`src/rtl/wb_trace_writer.sv`:
```
// -----------------------------------------------------------------------------
// wb_trace_writer
// Producer side of the commit-trace channel for the dual-issue core.
// Captures both writeback channels every cycle and keeps only architectural
// register writes. Records are queued in program order (channel 0 ahead of
// channel 1) and presented one {pc, rd, wdata} record per valid/ready
// handshake to the trace sink.
//
// Ports
//   clk, resetn            core clock, asynchronous active-low reset
//   trace_en               capture enable (buffered records still drain)
//   wbN_en/rd/wdata/pc     writeback channel N (N = 0, 1)
//   trace_valid/ready      head-record handshake to the sink
//   trace_pc/rd/wdata      head record contents
//   stall_req              WB must hold off new commits
//   overflow               sticky: a qualifying record was dropped
//   rec_count              number of records emitted (wraps at 2^32)
// -----------------------------------------------------------------------------
module wb_trace_writer #(
    parameter int unsigned DEPTH     = 8,
    parameter logic [31:0] SKIP_BASE = 32'hbfc00380,
    parameter logic [31:0] SKIP_MASK = 32'hfffffff8
) (
    input  logic        clk,
    input  logic        resetn,
    input  logic        trace_en,
    input  logic        wb0_en,
    input  logic [4:0]  wb0_rd,
    input  logic [31:0] wb0_wdata,
    input  logic [31:0] wb0_pc,
    input  logic        wb1_en,
    input  logic [4:0]  wb1_rd,
    input  logic [31:0] wb1_wdata,
    input  logic [31:0] wb1_pc,
    output logic        trace_valid,
    input  logic        trace_ready,
    output logic [31:0] trace_pc,
    output logic [4:0]  trace_rd,
    output logic [31:0] trace_wdata,
    output logic        stall_req,
    output logic        overflow,
    output logic [31:0] rec_count
);

    localparam int unsigned AW      = $clog2(DEPTH);
    localparam logic [AW:0] C_DEPTH = (AW+1)'(DEPTH);
    localparam logic [AW:0] C_STALL = (AW+1)'(DEPTH - 2);
    localparam logic [AW:0] C_ONE   = (AW+1)'(1);
    localparam logic [AW:0] C_TWO   = (AW+1)'(2);

    logic [31:0]   r_pc    [DEPTH];
    logic [4:0]    r_rd    [DEPTH];
    logic [31:0]   r_wdata [DEPTH];
    logic [AW-1:0] r_head;
    logic [AW-1:0] r_tail;
    logic [AW:0]   r_count;
    logic          r_overflow;
    logic [31:0]   r_rec_count;

    logic          w_ch0_q;
    logic          w_ch1_q;
    logic          w_acc0;
    logic          w_acc1;
    logic          w_drop;
    logic          w_pop;
    logic [AW:0]   w_free;
    logic [AW:0]   w_push_n;
    logic [AW-1:0] w_slot1;

    // Qualification, space check and push/pop decode for this cycle.
    always_comb begin
        w_ch0_q  = trace_en & wb0_en & (wb0_rd != 5'd0) &
                   ((wb0_pc & SKIP_MASK) != SKIP_BASE);
        w_ch1_q  = trace_en & wb1_en & (wb1_rd != 5'd0) &
                   ((wb1_pc & SKIP_MASK) != SKIP_BASE);
        // Space comes only from the registered count; a same-cycle pop
        // deliberately does not free a slot for a push.
        w_free   = C_DEPTH - r_count;
        w_acc0   = w_ch0_q & (w_free >= C_ONE);
        if (w_ch0_q) begin
            w_acc1 = w_ch1_q & (w_free >= C_TWO);
        end else begin
            w_acc1 = w_ch1_q & (w_free >= C_ONE);
        end
        w_drop   = (w_ch0_q & ~w_acc0) | (w_ch1_q & ~w_acc1);
        w_push_n = (AW+1)'(w_acc0) + (AW+1)'(w_acc1);
        // Channel 1 lands right after channel 0 when both are stored.
        w_slot1  = r_tail + AW'(w_acc0);
        w_pop    = (r_count != '0) & trace_ready;
    end

    // FIFO storage: cleared on reset so the head reads zero afterwards.
    always_ff @(posedge clk or negedge resetn) begin
        if (!resetn) begin
            for (int i = 0; i < DEPTH; i++) begin
                r_pc[i]    <= 32'd0;
                r_rd[i]    <= 5'd0;
                r_wdata[i] <= 32'd0;
            end
        end else begin
            if (w_acc0) begin
                r_pc[r_tail]    <= wb0_pc;
                r_rd[r_tail]    <= wb0_rd;
                r_wdata[r_tail] <= wb0_wdata;
            end
            if (w_acc1) begin
                r_pc[w_slot1]    <= wb1_pc;
                r_rd[w_slot1]    <= wb1_rd;
                r_wdata[w_slot1] <= wb1_wdata;
            end
        end
    end

    // Pointers, occupancy, sticky overflow and emitted-record counter.
    always_ff @(posedge clk or negedge resetn) begin
        if (!resetn) begin
            r_head      <= '0;
            r_tail      <= '0;
            r_count     <= '0;
            r_overflow  <= 1'b0;
            r_rec_count <= 32'd0;
        end else begin
            r_tail  <= r_tail + AW'(w_push_n);
            r_count <= r_count + w_push_n - (AW+1)'(w_pop);
            if (w_pop) begin
                r_head      <= r_head + AW'(1);
                r_rec_count <= r_rec_count + 32'd1;
            end
            if (w_drop) begin
                r_overflow <= 1'b1;
            end
        end
    end

    assign trace_valid = (r_count != '0);
    assign trace_pc    = r_pc[r_head];
    assign trace_rd    = r_rd[r_head];
    assign trace_wdata = r_wdata[r_head];
    assign stall_req   = (r_count >= C_STALL);
    assign overflow    = r_overflow;
    assign rec_count   = r_rec_count;

endmodule
```
`config.mk`:
```
export PLATFORM = sky130hd
export DESIGN_NAME = wb_trace_writer
export DESIGN_NICKNAME = d
export VERILOG_FILES = /design/src/rtl/wb_trace_writer.sv
export SDC_FILE = /design/constraint.sdc
export NUM_CORES = 2
export LEC_CHECK = 0
export CORE_MARGIN = 1
export CORE_UTILIZATION = 54
export CTS_BUF_LIST = sky130_fd_sc_hd__clkbuf_4 sky130_fd_sc_hd__clkbuf_8 sky130_fd_sc_hd__clkbuf_16
export DETAILED_ROUTE_END_ITERATION = 6
export GPL_TIMING_DRIVEN = 0
export MAX_ROUTING_LAYER = met4
export PLACE_DENSITY = 0.78
export SLEW_MARGIN = 20
export SYNTH_ARGS = -nofsm -noshare
export SYNTH_HDL_FRONTEND = slang
export SYNTH_SLANG_ARGS = --single-unit
```
`constraint.sdc`:
```
create_clock -name clk -period 3 [get_ports clk]
set_input_delay 0.6 -clock clk [delete_from_list [all_inputs] [get_ports clk]]
set_output_delay 0.6 -clock clk [all_outputs]
set_load 0.01 [all_outputs]
```
==> results by group <==
Outcome
  – Outcome: finished with violations
  – Failing checks: setup timing

Yosys
  – Largest family of logic cells by synthesized area: multiplexers
  – Synth Area in Compound Gates: 0.236%
  – Post-synth cell types: 43
  – EDFF count, synth: 0
  – Register area share after synthesis: 44.7%
  – Top cells by count, synth: mux2_2, dfrtp_1, mux4_2
  – Synth Instances: 2,273
  – Synth area leaders: dfrtp_1, mux2_2, mux4_2
  – Largest area contributor in the netlist: dfrtp_1
  – Post-synthesis simple-gate area fraction: 2.00%
  – Cell with the most instances after synthesis: mux2_2
  – Most used DFF post-synth: dfrtp_1
  – Ys async rst share: 100%
  – Xor and xnor fraction of the mapped netlist area: 0.998%
  – Synth warn: 0
  – Post-Synth Adder-Cell Area: 0.758%
  – Mean Syn Cell Area: 14.7 µm²
  – Post-Syn Nets: 2,436
  – Multiplexer share of the synthesized area: 49.1%
  – Yosys reg bits: 595
  – Top cell type's share of synthesized area: 44.7%
  – Post-Synthesis Cell Area: 0.0333 mm²

Routing
  – First-pass DRT Iterations: 5
  – Antenna Nets Post-Route: 0
  – Drt drc: 0
  – Vias: 22.3k
  – 1st-iter DRT viols: 1,694
  – Drt total wl: 97,900 µm
  – Vias per cell: 6.28
  – Avg WL per Cell: 27.6 µm

Clock tree
  – Clk buf depth: 3
  – Num CTS Buffers: 68
  – CTS clk-pin slew, worst paths: 60 ps
  – Clk sink count: 595
  – H-tree levels: 3
  – Worst skew pair latency: 610 ps
  – CTS tree: built
  – Clock root buffer: clkbuf_16

Placed design
  – PortBufs: 239
  – Dpl cells: 3,300
  – Post-DP HPWL: 59,300 µm
  – Pre-CTS setup slack: -1840 ps
  – Post-Place Cell Area: 0.0372 mm²
  – RePlAce Congestion: 0.843

STA
  – Setup TNS: -22,760 ps
  – Final worst setup slack: -188 ps
  – Hold slack final: 325 ps
  – Slew headroom: 36.9%
  – RSZ-0062 raised after global routing: true
  – Tcrit/Tclk final: 106%
  – Peak Freq: 314 MHz
  – Clock Skews: 26.1 ps
  – Final setup vio count: 370
  – Worst-margin pin slew: 938 ps
  – Max-slew violation count: 0
  – Minimum clock period: 3190 ps
  – Final Hold Vio Count: 0

GRT
  – Vias in the first global route: 24.0k
  – First-pass GRT wire length: 146,000 µm
  – GR peak layer: met2
  – Global routing usage on met3: 4.22%
  – Met1 usage: 41.8%
  – GRT Residual Overflow: 0
  – Grt met2 use: 50.5%
  – GR Util All Layers: 31.8%
  – Antenna violations before repair: 11
  – Largest net degree at the start of global routing: 101

Layout
  – Area growth, synth to finish: 27.7%
  – Share of cells above drive strength 1: 68.3%
  – Fin cells: 3,549
  – Design area: 0.0426 mm²
  – Nets@finish: 2,875

Floorplanning
  – Core ar.: 0.0607 mm²
  – Die width: 250 µm
  – Io pins: 248
  – Die ar.: 0.0627 mm²
  – Core Rows: 90
  – Starting density of the core: 54.9%
  – Die height: 250 µm

Pwr
  – P_leak: 0.0183 µW
  – Peak VDD IR: 552 µV
  – Pwr per Cell Area: 1110 mW/mm²

Worst hold path
  – HP Class: primary input to flop
  – Hold Startpoint: wb1_pc[11]
  – Hold EP: r_pc[43]
  – Hold depth: 2

Critical path
  – Worst EP arrival: 2590 ps
  – CP max stage cell: dfrtp_2
  – Max incr delay on CP: 510 ps
  – Cell count along the critical path: 6
  – FF-to-FF setup slack: -110 ps
  – Critical path's top delay family: multiplexers
  – Reg-to-Reg Start: r_tail[2]
  – WP data required: 2400 ps
  – Worst Setup Start Kind: flop
  – Crit Path Class: flop to output pin
  – Worst setup EP type: output pin
  – Crit-path cells: clkbuf_16 -> buf_16 -> buf_8 -> mux4_2 -> mux2_4 -> buf_6
  – Worst path bufs/invs: 4
  – Reg2Reg Capture Point: r_wdata[90]
  – Register-to-Register Path Depth: 8
  – Largest fanout on the critical path: 6

Flow run
  – Maxcap violations: 0
==> placed cells by master (no fill, tap or decap), types with 6 or more instances in the layout <==
master,synthesis,final
buf_6,2,124
ha_4,0,6
diode_2,0,11
buf_8,0,19
buf_12,0,53
clkbuf_2,0,27
dfrtp_1,595,591
nor2_1,18,13
mux2_4,0,69
nand3_1,14,10
inv_1,12,7
xor2_1,14,13
buf_2,42,35
ha_1,17,11
clkbuf_8,0,20
clkdlybuf4s15_2,0,18
clkbuf_4,0,21
clkinv_2,0,10
nand4_1,14,14
and3_1,8,6
dlygate4sd2_1,0,16
nand2_1,22,17
xnor2_1,24,23
mux4_2,138,138
buf_16,0,14
clkdlybuf4s50_1,0,110
clkbuf_16,0,85
mux2_2,1174,1106
buf_4,1,76
==> through the flow <==
step / power, µW / utilization [%]
2_1_floorplan: 28100 / -
3_3_place_gp: 33900 / 61.1
3_5_place_dp: 34900 / 61.4
4_1_cts: 46400 / 68.6
5_1_grt: 49500 / 70.1
6_report: 47300 / 70.1
==> how the worst max path moves through the flow <==
stage | from | to
after CTS | r_head[0] | trace_wdata[17]
final | r_head[0] | trace_rd[4]
after global placement | resetn | r_wdata[10]
after detailed placement | wb0_pc[18] | r_wdata[125]
after global routing | r_head[0] | trace_wdata[1]
after floorplan | wb0_rd[3] | r_wdata[22]
==> sequential cells by signal (all words and copies together) (netlist names) <==
signal,flops
r_head,3
r_rd,40
r_count,4
overflow,1
r_tail,3
rec_count,32
r_wdata,256
r_pc,256
==> per-layer routing <==
metal | part of all wire, % | wire length (µm)
met4 | 3.6 | 3540
met5 | 0 | 0
met2 | 49 | 47900
met3 | 5.6 | 5490
met1 | 42 | 40900
==> layout make-up <==
type / count / area (µm²)
Tap cell: 782 / 978
Antenna cell: 11 / 27.5
Fill cell: 3948 / 18100
Inverter: 12 / 45.0
Clock inverter: 17 / 140
Buffer: 149 / 1610
Timing Repair Buffer: 389 / 4480
Sequential cell: 595 / 14900
Clock buffer: 97 / 2040
Multi-Input combinational cell: 1497 / 18400
==> where the power goes <==
| group | total, µW | leakage (µW) | internal, µW | switching (µW) |
|---|---|---|---|---|
| clock | 8190 | 0.00110 | 4810 | 3390 |
| sequential | 14100 | 0.00720 | 12000 | 2150 |
| combinational | 25000 | 0.0100 | 15800 | 9200 |
| total | 47300 | 0.0183 | 32600 | 14700 |
==> worst register-to-register path, cell delays in order, from the launching register on <==
cell	delay, ps
dfrtp_1	330
clkbuf_1	600
nand2b_1	300
nor3b_1	300
nand2_1	330
buf_4	330
buf_4	230
mux2_2	290
mux2_2	270
==> timing repair <==
item,4_1_cts,5_1_grt
buffers inserted,92,34
hold endpoints to repair,58,0
pin swaps,22,28
hold buffers,1,0
setup endpoints to repair,638,608
gates cloned,6,13
resized for setup,882,173
==> cell families (layout without fill, tap and decap cells) <==
| family | count (synthesis) | in the layout |
|---|---|---|
| other | 0 | 11 |
| DFF | 595 | 595 |
| AOI/OAI and AO/OA | 11 | 11 |
| buffers and inverters | 181 | 664 |
| xor gates and xnor gates | 38 | 38 |
| muxes | 1314 | 1314 |
| and+or+nand+nor | 115 | 115 |
| adders and majority gates | 19 | 19 |
No activity file was read; power rests on OpenSTA's default activity.
